===== config.mk =====
export PLATFORM = sky130hd
export DESIGN_NAME = clock_set_ctrl
export DESIGN_NICKNAME = d
export VERILOG_FILES = /design/src/rtl/clock_set_ctrl.sv
export SDC_FILE = /design/constraint.sdc
export NUM_CORES = 1
export LEC_CHECK = 0
export ABC_AREA = 1
export CAP_MARGIN = 20
export CORE_MARGIN = 5
export CORE_UTILIZATION = 37
export DETAILED_ROUTE_END_ITERATION = 16
export PLACE_DENSITY_LB_ADDON = 0.15
export SYNTH_ARGS = -nofsm -noshare
export SYNTH_HDL_FRONTEND = slang
export SYNTH_SLANG_ARGS = --single-unit

===== constraint.sdc =====
create_clock -name clk -period 5.65 [get_ports clk]
set_clock_uncertainty 0.1 [all_clocks]
set_input_delay 1.13 -clock clk [delete_from_list [all_inputs] [get_ports clk]]
set_output_delay 1.13 -clock clk [all_outputs]
set_load 0.01 [all_outputs]

===== src/rtl/clock_set_ctrl.sv =====
`default_nettype none
// ============================================================================
// Module  : clock_set_ctrl
// Brief   : Set-mode controller for the HHMMSS timer. Captures the running
//           time, splits it into h/m/s by repeated subtraction, lets the user
//           edit each field with up/down presses while that field blinks,
//           then writes the edited time back with a one-cycle load strobe.
// Revision: 1.0 - initial release
// ============================================================================
module clock_set_ctrl #(
  parameter int IDLE_TIMEOUT = 1_000_000_000,
  parameter int BLINK_HALF   = 50_000_000
) (
  input  logic        clk,
  input  logic        rst,
  input  logic        mode_pulse,
  input  logic        up_pulse,
  input  logic        down_pulse,
  input  logic [23:0] cur_time,
  output logic        timer_run,
  output logic        load_strobe,
  output logic [23:0] load_value,
  output logic        set_active,
  output logic [1:0]  field,
  output logic [5:0]  blink_mask
);

  typedef enum logic [2:0] {
    S_RUN     = 3'd0,
    S_CAPTURE = 3'd1,
    S_SET_H   = 3'd2,
    S_SET_M   = 3'd3,
    S_SET_S   = 3'd4,
    S_COMMIT  = 3'd5
  } state_t;

  localparam logic [31:0] C_IDLE_LAST  = 32'(IDLE_TIMEOUT - 1);
  localparam logic [31:0] C_BLINK_LAST = 32'(BLINK_HALF - 1);

  state_t      state_q, state_d;
  logic [23:0] work_q, work_d;
  logic [4:0]  h_q, h_d;
  logic [5:0]  m_q, m_d;
  logic [5:0]  s_q, s_d;
  logic [31:0] idle_q, idle_d;
  logic [31:0] bcnt_q, bcnt_d;
  logic        phase_q, phase_d;

  logic        timer_run_q, timer_run_d;
  logic        load_strobe_q, load_strobe_d;
  logic [23:0] load_value_q, load_value_d;
  logic        set_active_q, set_active_d;
  logic [1:0]  field_q, field_d;
  logic [5:0]  blink_mask_q, blink_mask_d;

  logic        any_pulse;
  logic        next_in_set;

  // Wrapping increment/decrement; up and down together cancel out.
  function automatic logic [5:0] step_field(input logic [5:0] v,
                                            input logic [5:0] max_v,
                                            input logic       up,
                                            input logic       dn);
    if (up && !dn)      return (v == max_v) ? 6'd0 : v + 6'd1;
    else if (dn && !up) return (v == 6'd0) ? max_v : v - 6'd1;
    else                return v;
  endfunction

  // Next-state, datapath and output decode.
  always_comb begin
    state_d      = state_q;
    work_d       = work_q;
    h_d          = h_q;
    m_d          = m_q;
    s_d          = s_q;
    idle_d       = idle_q;
    bcnt_d       = bcnt_q;
    phase_d      = phase_q;
    load_value_d = load_value_q;
    any_pulse    = mode_pulse | up_pulse | down_pulse;

    case (state_q)
      S_RUN: begin
        if (mode_pulse) begin
          work_d  = cur_time;
          h_d     = 5'd0;
          m_d     = 6'd0;
          s_d     = 6'd0;
          state_d = S_CAPTURE;
        end
      end

      S_CAPTURE: begin
        // Keep subtracting past saturation so out-of-range input clamps.
        if (work_q >= 24'd10000) begin
          work_d = work_q - 24'd10000;
          if (h_q != 5'd23) h_d = h_q + 5'd1;
        end else if (work_q >= 24'd100) begin
          work_d = work_q - 24'd100;
          if (m_q != 6'd59) m_d = m_q + 6'd1;
        end else begin
          s_d     = (work_q[6:0] > 7'd59) ? 6'd59 : work_q[5:0];
          state_d = S_SET_H;
          idle_d  = 32'd0;
          bcnt_d  = 32'd0;
          phase_d = 1'b0;
        end
      end

      S_SET_H, S_SET_M, S_SET_S: begin
        if (mode_pulse) begin
          // Mode wins over a simultaneous edit; the edit is dropped.
          case (state_q)
            S_SET_H: state_d = S_SET_M;
            S_SET_M: state_d = S_SET_S;
            default: begin
              state_d      = S_COMMIT;
              load_value_d = ({19'd0, h_q} * 24'd10000)
                           + ({18'd0, m_q} * 24'd100)
                           + {18'd0, s_q};
            end
          endcase
        end else begin
          case (state_q)
            S_SET_H: h_d = 5'(step_field({1'b0, h_q}, 6'd23, up_pulse, down_pulse));
            S_SET_M: m_d = step_field(m_q, 6'd59, up_pulse, down_pulse);
            default: s_d = step_field(s_q, 6'd59, up_pulse, down_pulse);
          endcase
        end

        if (any_pulse) begin
          idle_d = 32'd0;
        end else if (idle_q == C_IDLE_LAST) begin
          idle_d  = 32'd0;
          state_d = S_RUN;
        end else begin
          idle_d = idle_q + 32'd1;
        end

        // Any press restarts the blink so edited digits show immediately.
        if (any_pulse) begin
          bcnt_d  = 32'd0;
          phase_d = 1'b0;
        end else if (bcnt_q == C_BLINK_LAST) begin
          bcnt_d  = 32'd0;
          phase_d = ~phase_q;
        end else begin
          bcnt_d = bcnt_q + 32'd1;
        end
      end

      S_COMMIT: state_d = S_RUN;

      default: state_d = S_RUN;
    endcase

    next_in_set = (state_d == S_SET_H) || (state_d == S_SET_M) || (state_d == S_SET_S);
    if (!next_in_set) begin
      idle_d  = 32'd0;
      bcnt_d  = 32'd0;
      phase_d = 1'b0;
    end

    timer_run_d   = (state_d == S_RUN);
    set_active_d  = (state_d != S_RUN);
    load_strobe_d = (state_d == S_COMMIT);

    field_d = 2'd0;
    case (state_d)
      S_SET_H: field_d = 2'd1;
      S_SET_M: field_d = 2'd2;
      S_SET_S: field_d = 2'd3;
      default: field_d = 2'd0;
    endcase

    blink_mask_d = 6'b000000;
    if (phase_d) begin
      case (state_d)
        S_SET_H: blink_mask_d = 6'b110000;
        S_SET_M: blink_mask_d = 6'b001100;
        S_SET_S: blink_mask_d = 6'b000011;
        default: blink_mask_d = 6'b000000;
      endcase
    end
  end

  // State, datapath and registered outputs.
  always_ff @(posedge clk) begin
    if (rst) begin
      state_q       <= S_RUN;
      work_q        <= 24'd0;
      h_q           <= 5'd0;
      m_q           <= 6'd0;
      s_q           <= 6'd0;
      idle_q        <= 32'd0;
      bcnt_q        <= 32'd0;
      phase_q       <= 1'b0;
      timer_run_q   <= 1'b1;
      load_strobe_q <= 1'b0;
      load_value_q  <= 24'd0;
      set_active_q  <= 1'b0;
      field_q       <= 2'd0;
      blink_mask_q  <= 6'd0;
    end else begin
      state_q       <= state_d;
      work_q        <= work_d;
      h_q           <= h_d;
      m_q           <= m_d;
      s_q           <= s_d;
      idle_q        <= idle_d;
      bcnt_q        <= bcnt_d;
      phase_q       <= phase_d;
      timer_run_q   <= timer_run_d;
      load_strobe_q <= load_strobe_d;
      load_value_q  <= load_value_d;
      set_active_q  <= set_active_d;
      field_q       <= field_d;
      blink_mask_q  <= blink_mask_d;
    end
  end

  assign timer_run   = timer_run_q;
  assign load_strobe = load_strobe_q;
  assign load_value  = load_value_q;
  assign set_active  = set_active_q;
  assign field       = field_q;
  assign blink_mask  = blink_mask_q;

endmodule
`default_nettype wire

# Word level (Yosys, flattened, before mapping)
# Index checks and enable logic that the tools add are counted.
# classes
eq_ne	28
mux	59
bitwise_logic	6
n_reduce_logical	25
div	0
add_sub_neg	13
n_shift	0
n_lt_le_gt_ge	3
multipliers	2
# op_table
cell	count
32-bit two-way mux	6
32-bit case mux with 2 select lines	2
6-bit two-way mux	19
24-bit two-way mux	3
32-bit by 1-bit adder with 32-bit output (second input constant)	2
6-bit case mux with 3 select lines	3
24-bit case mux with 2 select lines	1
5-bit two-way mux	9
32-bit by 26-bit == test with 1-bit output (second input constant)	1
32-bit by 30-bit == test with 1-bit output (second input constant)	1
24-bit by 14-bit greater-or-equal comparator with 1-bit output (second input constant)	1
24-bit by 7-bit greater-or-equal comparator with 1-bit output (second input constant)	1
24-bit by 14-bit subtractor with 24-bit output (second input constant)	1
24-bit by 7-bit subtractor with 24-bit output (second input constant)	1
2-bit != test (second input constant)	11
20-bit by 6-bit adder with 21-bit output	1
19-bit by 13-bit adder with 20-bit output	1
3-bit two-way mux	6
5-bit by 10-bit multiplier with 15-bit output (second input constant)	1
5-bit case mux with 3 select lines	1
7-bit AND reduction	2
6-bit by 1-bit adder with 6-bit output (second input constant)	2
3-bit by 2-bit == test with 1-bit output (second input constant)	4
6-bit == test (second input constant)	2
other kinds (30)	54
# word_totals
rom_bits	0
n_memories	0
mem_bits_rw	0
elab_cells	150
out_inout_bits	35
reg_bits	144
inputBits	29
latchBits	0

# Depth between registers and ports, before layout
# Gate-level depths: netlist of run 1.
# logic_depth
word_depth	12
depth_mapped	24

# Worst setup path before layout of run 1
# No wires, ideal clock.
# synth_path
path_type	register -> register
startpoint	reg m_q[2]
endpoint	reg load_value_q[16], in the netlist load_value[16]
arrival_time_ns	3.858
path_stages_with_launch	22
synth_period_minus_slack_ns	4.072
required_time_ns	5.436
path_slack_ns	1.578
setup_ns	0.114
cell_sequence	dfxtp_1 inv_1 ha_1 ha_1 ha_1 fa_1 nand3_1 nand2_1 nand2_1 nand2_1 a21oi_1 xor2_1 ha_1 ha_1 inv_1 nor3_1 nand3_1 nand3_1 nand2_1 xor2_1 o21bai_1 inv_1
# synth_via
elab_chain_len	3
# synth_lines
item	line_no	source
from (decl)	43	logic [5:0] m_q, m_d;
from (signal assigned)	208	m_q <= m_d;
6-bit by 5-bit multiplier with 11-bit output	119	+ ({18'd0, m_q} * 24'd100)
19-bit by 13-bit adder with 20-bit output	119	
20-bit by 6-bit adder with 21-bit output	120	+ {18'd0, s_q};
to (signal assigned)	215	load_value_q <= load_value_d;
to (decl)	51	logic [23:0] load_value_q, load_value_d;
# Every way passes these cells.
# A chain may end at the register's enable or synchronous reset.

# Worst setup path in the final report of run 1
# layout_path
startpoint	reg m_q[4]
endpoint	reg load_value_q[16], in the netlist load_value[16]
# The elaborated chain is that of the path after synthesis.

==> results.json, run 1 <==
{
  "status": "finished clean",
  "worstSetupStartpointType": "register",
  "cp_top_family": "adder cells",
  "wl_mm": 33.6,
  "cts.sinks": 137,
  "crit_arrival_ns": 4.71,
  "drt-initial-drc-count": 699,
  "cts-root-buf": "clkbuf_16",
  "busiest_layer": "met2",
  "setup_viol": 0,
  "synth_area_um2": 11600,
  "leakage_nw": 5.49,
  "stdcell_area_um2": 13000,
  "final_core_utilization_pct": 41.6,
  "path_buf_inv": 3,
  "fillCellCount": 3384,
  "grt_pass1_vias": 11101,
  "rsz0062_at_grt": "false",
  "dp.cells": 2236,
  "dp_hpwl_mm": 24.9,
  "start_util_pct": 37.1,
  "crit_top_cell": "ha_1",
  "postCtsSetupBuffers": 0,
  "synthArstFlopShare_pct": 0,
  "worstPathMaxFanout": 6,
  "required_ns": 5.89,
  "min_period_ns": 4.47,
  "synth_edf_count": 0,
  "numPortBuffers": 59,
  "grt-ovfl-total": 0,
  "grt_pass1_wl_mm": 56.4,
  "grt_use_met3_pct": 3.55,
  "antenna_cells": 0,
  "dominantRegCellSynth": "dfxtp_1",
  "postSynthAreaPerCell_um2": 6.36,
  "cpPeakStageDelay_ns": 0.47,
  "clk_pin_slew_ns": 0.07,
  "area_growth_pct": 12.0,
  "ys_seq_area_share_pct": 23.6,
  "peakVddDrop_uv": 225,
  "yosysWarnings": 0,
  "worstMarginPinSlew_ns": 1.01,
  "antenna_found_initial": 0,
  "place_area_um2": 12400,
  "cp_cell_sequence": "inv_1 -> ha_1 -> ha_1 -> ha_1 -> ha_1 -> a21oi_1 -> nand2_1 -> nand2_1 -> nand2_1 -> a21oi_1 -> xor2_1 -> ha_1 -> ha_1 -> inv_1 -> nor3_1 -> nand3_1 -> nand3_1 -> nand2_1 -> xor2_1 -> o21bai_1 -> inv_1",
  "cts.htree.levels": 4,
  "path_class": "register to register",
  "max-slew-margin-rel_pct": 32.4,
  "fmaxAchievable_ghz": 0.224,
  "route.antenna.remaining_nets": 0,
  "pin_count": 64,
  "place_congestion": 0.901,
  "viasPerCell": 5.11,
  "synthDistinctLibCells": 51,
  "layout.nets": 1983,
  "end_kind": "register",
  "ys_ff_latch": 137,
  "finalMaxSlewViolations": 0,
  "powerDensity_nw_per_um2": 281,
  "r2r_slack_ns": 1.18,
  "die-area_um2": 35100,
  "first_pass_iters": 5,
  "dieHeight_um": 187,
  "hold_viol": 0,
  "cts_buffer_depth": 2,
  "drive_above_1_share_pct": 5.36,
  "cap_violations": 0,
  "die_w_um": 187,
  "drc": 0,
  "vias": 11593,
  "setup_tns_ns": 0,
  "numCtsBuffers": 17,
  "core_area_um2": 31300,
  "cts_resized": 0,
  "netlist_instances": 1829,
  "rows": 65,
  "clock_latency_ns": 0.44,
  "wire_per_inst_um": 14.8,
  "tritoncts": "built",
  "critPathSlowestCell": "dfxtp_1",
  "grt_use_met1_pct": 26.5,
  "hold_class": "register to register",
  "grt_max_degree": 60,
  "track_usage_pct": 19.1,
  "hold_buffers": 0,
  "finalCritPeriodShare_pct": 79.1,
  "grtUsageMet2_pct": 30.4,
  "final_cells": 2268
}
[sequential cells by signal (all words and copies together) (netlist names), 3 cells and up]
register	count
work_q	24
blink_mask	3
h_q	5
s_q	6
load_value	20
m_q	6
idle_q	32
state_q	3
bcnt_q	32
[Yosys cell counts (all sizes together) (7+ instances only)]
master,number,area share (%)
inv,229,7.4
o22ai,7,0.38
nor4,13,0.70
xnor2,11,0.83
nand4,48,2.6
o21bai,8,0.52
clkbuf,29,0.94
nand3,127,5.7
nor3,46,2.0
a21oi,80,3.5
ha,93,10
buf,35,2.2
fa,8,1.4
nand2,405,14
nor2,303,11
o21ai,124,5.4
xor2,73,5.5
a31oi,18,0.97
dfxtp,137,24
[path summary, 6_finish.rpt]
| kind | from | end | cells after the start |
|---|---|---|---|
| hold reg to reg | load_value[19] | load_value[19] | 2 |
| setup reg to reg | m_q[4] | load_value[16] | 21 |
| setup / recovery | m_q[4] | load_value[16] | 21 |
| hold / removal | load_value[19] | load_value[19] | 2 |
[routing by layer]
layer | part of all wire [%] | wire length (µm) | vias up
met4 | 2.0 | 672 | 0
met5 | 0 | 0 | -
met2 | 44 | 14800 | 278
met3 | 4.9 | 1640 | 48
li1 | - | - | 5954
met1 | 49 | 16500 | 5313
[cell families after synthesis]
| logic type | share of synthesized area (%) |
|---|---|
| other | 0.0322 |
| AO/OA/AOI/OAI | 11.9 |
| buffers and inverters | 10.7 |
| flip-flops | 23.6 |
| AND/OR/NAND/NOR | 36.0 |
| adder cells (fa/ha/maj) | 11.4 |
| multiplexers | 0.0861 |
| XOR/XNOR | 6.33 |
[cells in the final DEF, fill, tap and decap left out, types with 44 or more instances in the layout]
master	synthesis	layout
nor2_1	284	283
nand3_1	124	124
clkdlybuf4s50_1	0	59
ha_1	93	93
o21ai_0	116	116
nor3_1	45	44
a21oi_1	79	79
dfxtp_1	137	137
xor2_1	73	73
nand4_1	48	48
nand2_1	391	391
inv_1	213	213
[where the power goes]
group	leakage, nW	internal, W	switching (W)	total, W
clock network	0.282	0.000686	0.000478	0.00116
logic	4.10	0.000499	0.000869	0.00137
registers	1.11	0.00102	0.000106	0.00113
total	5.49	0.00221	0.00145	0.00366
[worst register-to-register path, stage by stage (launching register included)]
cell      delay [ns]
dfxtp_1         0.47
inv_1           0.19
ha_1            0.32
ha_1            0.30
ha_1            0.30
ha_1            0.35
a21oi_1         0.20
nand2_1         0.07
nand2_1         0.08
nand2_1         0.06
a21oi_1         0.15
xor2_1          0.18
ha_1            0.25
ha_1            0.37
inv_1           0.08
nor3_1          0.25
nand3_1         0.10
nand3_1         0.13
nand2_1         0.09
xor2_1          0.15
o21bai_1        0.13
inv_1           0.05
[layout make-up]
class	instances	area, µm²	area share, %
inverter	232	873	6.71
multi-input combinational	1399	7670	58.9
clock inverter	10	119	0.913
timing repair buffer	66	643	4.94
sequential	137	2740	21.1
clock buffer	22	474	3.64
tap	402	503	3.86
[per-stage QoR]
| stage | setup slack [ns] | hold WS, ns | power [W] |
|---|---|---|---|
| 6_report | 1.18 | 0.342 | 0.00366 |
| 5_1_grt | 0.789 | 0.396 | 0.00396 |
| 4_1_cts | 1.17 | 0.345 | 0.00370 |
| 3_5_place_dp | 1.18 | 0.328 | 0.00251 |
| 3_3_place_gp | 1.29 | 0.334 | 0.00251 |
| 2_1_floorplan | 1.58 | 0.358 | 0.00220 |
(Power assumes the default switching activity.)
==> run 2, diff against run 1 <==
clock period = 4.6 ns   (was 5.65 ns; I/O delays follow)
==> results.json, run 2 (synthesis gave the netlist of run 1 again) <==
{
  "status": "finished clean",
  "r2r_cells": 21,
  "holdWs_ns": 0.342,
  "clk_pin_slew_ns": 0.06,
  "area_growth_pct": 12.6,
  "crit_top_cell": "ha_1",
  "worstPathMaxFanout": 6,
  "grt_max_degree": 50,
  "wl_mm": 33.2,
  "grt-ovfl-total": 0,
  "drt-initial-drc-count": 760,
  "die_w_um": 187,
  "layout_commonest_cell": "nand2_1",
  "worstSetupStartpoint": "m_q[3]",
  "layout.nets": 1990,
  "cpPeakStageDelay_ns": 0.38,
  "vias": 11484,
  "grt_pass1_wl_mm": 56.2,
  "rows": 65,
  "max-slew-margin-rel_pct": 35.8,
  "cts.sinks": 137,
  "antenna_cells": 0,
  "r2r_slack_ns": 0.36,
  "route.antenna.remaining_nets": 0,
  "cts.htree.levels": 4,
  "core_area_um2": 31300,
  "required_ns": 4.84,
  "fillCellCount": 3359,
  "place_congestion": 0.904,
  "die-area_um2": 35100,
  "viasPerCell": 5.05,
  "drc": 0,
  "dp.cells": 2243,
  "tritoncts": "built",
  "worstMarginPinSlew_ns": 0.954,
  "r2r-start": "m_q[3]",
  "timing.rr.end": "load_value[16]",
  "antenna_found_initial": 0,
  "path_depth": 21,
  "cap_violations": 0,
  "hold_class": "register to register",
  "crit_end": "load_value[16]",
  "min_period_ns": 4.24,
  "cts_buffer_depth": 2,
  "cp_cell_sequence": "inv_1 -> ha_1 -> ha_1 -> ha_1 -> ha_1 -> a21oi_2 -> nand2_1 -> nand2_1 -> nand2_1 -> a21oi_1 -> xor2_1 -> ha_1 -> ha_1 -> inv_1 -> nor3_1 -> nand3_1 -> nand3_1 -> nand2_1 -> xor2_1 -> o21bai_1 -> inv_1",
  "numPortBuffers": 59,
  "cp_top_family": "adder cells",
  "track_usage_pct": 19.0,
  "crit_arrival_ns": 4.48,
  "dp_hpwl_mm": 24.8,
  "hold_viol": 0,
  "path_class": "register to register",
  "multi_input_area_um2": 7670,
  "first_pass_iters": 5,
  "wire_per_inst_um": 14.6,
  "numCtsBuffers": 17,
  "final_cells": 2275,
  "postCtsSetupBuffers": 0,
  "finalCritPeriodShare_pct": 92.1,
  "path_buf_inv": 3,
  "clock_latency_ns": 0.44,
  "leakage_nw": 5.52,
  "powerDensity_nw_per_um2": 345,
  "peakVddDrop_uv": 271,
  "min_path_cells": 2,
  "finalMaxSlewViolations": 0,
  "worstSetupStartpointType": "register",
  "reg_top3": "bcnt_q x32, idle_q x32, work_q x24",
  "start_util_pct": 37.1,
  "grt_pass1_vias": 11340,
  "regArea_um2": 2750,
  "cts-root-buf": "clkbuf_16",
  "dieHeight_um": 187,
  "final_cell_mix": "nand2_1, nor2_1, inv_1, dfxtp_1, nand3_1",
  "end_kind": "register",
  "critPathSlowestCell": "dfxtp_2",
  "drive_above_1_share_pct": 6.09,
  "setup_viol": 0,
  "fmaxAchievable_ghz": 0.236,
  "pin_count": 64
}
[run 2: cell count changes in the layout (fill, tap and decap cells not counted), sizes merged]
| cell | change |
|---|---|
| buf | +7 |
| bufinv | +1 |
| clkbuf | -4 |
| clkinv | -2 |
| clkinvlp | +4 |
| inv | +1 |
[run 2: layout make-up]
cell class | instances | area share [%]
timing repair buffer | 73 | 5.31
clock inverter | 14 | 1.33
multi-input combinational | 1399 | 58.6
tap | 402 | 3.84
clock buffer | 18 | 3.28
inverter | 232 | 6.67
sequential | 137 | 21.0
[run 2: per-layer routing]
| layer | share of wire [%] | track usage, % | wire length [µm] |
|---|---|---|---|
| met5 | 0 | 0 | 0 |
| met1 | 49 | 25.3 | 16300 |
| met4 | 1.6 | 5.12 | 541 |
| met2 | 45 | 31.9 | 15000 |
| met3 | 4.1 | 3.36 | 1360 |
[run 2: per-stage QoR]
stage | worst slack, ns | instance area [µm²] | setup TNS [ns] | total power [W] | util [%]
6_report | 0.361 | 13100 | 0 | 0.00451 | 41.8
5_1_grt | -0.00246 | 13100 | -0.00292 | 0.00487 | 41.8
4_1_cts | 0.230 | 13100 | 0 | 0.00456 | 41.8
3_5_place_dp | 0.245 | 12500 | 0 | 0.00309 | 39.9
3_3_place_gp | 0.332 | 12500 | 0 | 0.00309 | 39.9
2_1_floorplan | 0.528 | 11600 | 0 | 0.00270 | -
[run 2: repair_timing]
item,4_1_cts,5_1_grt
resized for setup,0,8
endpoints found under the setup margin,0,5
hold buffers,0,0
[run 2: report_power, final]
part	total [W]	switching, W	internal, W
clock	0.00144	0.000591	0.000853
sequential	0.00137	0.000114	0.00126
combinational	0.00170	0.00108	0.000618
total	0.00451	0.00178	0.00273
[run 2: how the worst min path moves through the flow]
| stage | to | startpoint |
|---|---|---|
| after CTS | load_value[19] | load_value[19] |
| after detailed placement | load_value[19] | load_value[19] |
| after global placement | load_value[19] | load_value[19] |
| final | load_value[19] | load_value[19] |
| after floorplan | work_q[17] | work_q[17] |
| after global routing | load_value[19] | load_value[19] |
[run 2: worst register-to-register path: cells and delay by family (launching register included)]
kind	cells	cell delay [ns]
fa+ha+maj	6	1.87
simple gates	7	0.75
compound gates	3	0.44
flops	1	0.38
xor+xnor	2	0.34
buf+inv	3	0.25
==> run 3, diff against run 2 <==
REMOVE_ABC_BUFFERS = 1   (was not set)
==> results.json, run 3 (synthesis gave the netlist of run 1 again) <==
{
  "status": "finished clean",
  "min_period_ns": 4.21,
  "core_area_um2": 31300,
  "finalCritPeriodShare_pct": 91.4,
  "start_util_pct": 37.1,
  "peakVddDrop_uv": 283,
  "tritoncts": "built",
  "worstPathMaxFanout": 6,
  "postCtsSetupBuffers": 0,
  "min_path_cells": 2,
  "wl_met3_mm": 1.49,
  "min_to": "load_value[19]",
  "powerDensity_nw_per_um2": 356,
  "layout.nets": 1990,
  "leakage_nw": 5.57,
  "rsz0062_at_grt": "false",
  "clock_latency_ns": 0.44,
  "worstMarginPinSlew_ns": 0.771,
  "viasPerCell": 5.07,
  "hold_class": "register to register",
  "rows": 65,
  "final_cell_mix": "nand2_1, nor2_1, inv_1, dfxtp_1, nand3_1",
  "vias": 11544,
  "met2_length_mm": 14.6,
  "timing.rr.end": "load_value[15]",
  "grt_pass1_vias": 11339,
  "dieHeight_um": 187,
  "max-slew-margin-rel_pct": 48.5,
  "cts.htree.levels": 4,
  "r2r-start": "m_q[4]",
  "grt_pass1_wl_mm": 56.4,
  "numCtsBuffers": 17,
  "dp.cells": 2243,
  "cap_violations": 0,
  "end_kind": "register",
  "antenna_found_initial": 3,
  "grt_max_degree": 50,
  "track_usage_pct": 19.1,
  "die-area_um2": 35100,
  "cts.sinks": 137,
  "reg_top3": "bcnt_q x32, idle_q x32, work_q x24",
  "cts-root-buf": "clkbuf_16",
  "r2r_cells": 24,
  "route.antenna.remaining_nets": 0,
  "crit_arrival_ns": 4.45,
  "routed.top_layer": "met5",
  "met1Wirelength_mm": 16.3,
  "clk_pin_slew_ns": 0.06,
  "worstSetupStartpoint": "m_q[4]",
  "die_w_um": 187,
  "path_class": "register to register",
  "r2r_slack_ns": 0.39,
  "required_ns": 4.84,
  "grt-ovfl-total": 0,
  "area_growth_pct": 13.3,
  "hold_viol": 0,
  "cts_buffer_depth": 2,
  "setup_viol": 0,
  "dp_hpwl_mm": 24.4,
  "place_congestion": 0.912,
  "pin_count": 64,
  "drc": 0,
  "numPortBuffers": 59,
  "drt-initial-drc-count": 760,
  "hp-start": "load_value[19]",
  "drive_above_1_share_pct": 6.25,
  "wl_mm": 33.1,
  "setup_tns_ns": 0,
  "worstSetupStartpointType": "register",
  "layout_commonest_cell": "nand2_1",
  "finalMaxSlewViolations": 0,
  "fmaxAchievable_ghz": 0.238,
  "wire_per_inst_um": 14.5,
  "final_cells": 2275,
  "first_pass_iters": 6
}
## run 3: cell type report
class                      count  area, µm²
inverter                     232        873
tap                          402        503
antenna                        1       2.50
fill                        3317      18100
clock buffer                  19        443
clock inverter                12        223
multi-input combinational   1399       7690
sequential                   137       2750
timing repair buffer          73        696
## run 3: how the worst max path moves through the flow
stage	to	slack (ns)	depth (start not counted)
after floorplan	bcnt_q[12]	-0.23	8
after CTS	load_value[15]	0.18	24
final	load_value[15]	0.39	24
after global routing	load_value[15]	0.01	24
after global placement	load_value[15]	0.30	24
after detailed placement	load_value[15]	0.21	24
## run 3: power by group
group	switching, W	internal (W)
Combinational	0.00109	0.000631
Sequential	0.000115	0.00126
Clock	0.000579	0.00103
Total	0.00178	0.00292
## run 3: worst max-delay path, cell delays in order, from the launching register on
cell and delay [ns]:
dfxtp_2 0.39, inv_1 0.13, ha_1 0.30, ha_1 0.30
ha_1 0.29, ha_1 0.35, a21oi_1 0.17, nand2_1 0.07
nand2_1 0.07, nand2_1 0.05, a21oi_1 0.16, xor2_1 0.19
ha_1 0.28, ha_4 0.30, nand2_1 0.08, nor2_2 0.14
nand3_1 0.09, nand3_1 0.12, nand2_1 0.08, nand2_1 0.09
nand2_1 0.07, xnor2_1 0.13, nand2_1 0.06, nand2_1 0.06
inv_1 0.03
## run 3: timing repair
item                                    4_1_cts  5_1_grt
endpoints found under the setup margin        0        6
resized for setup                             0       10
hold buffers                                  0        0
## run 3: per-layer routing
metal,track usage (%),vias up
met5,0,-
met4,5.38,4
met3,3.62,51
met2,31.2,256
met1,25.9,5254
li1,-,5979
## run 3: through the flow
step                hold slack (ns)  worst slack, ns  instance area (µm²)  power, W  util (%)
global route                  0.396           0.0120                13200   0.00508      42.1
global placement              0.328            0.302                12500   0.00308      39.9
detailed placement            0.342            0.210                12500   0.00309      39.9
CTS                           0.352            0.185                13200   0.00473      42.0
finish                        0.347            0.394                13200   0.00470      42.1
floorplan                     0.353           -0.232                11300   0.00265         -
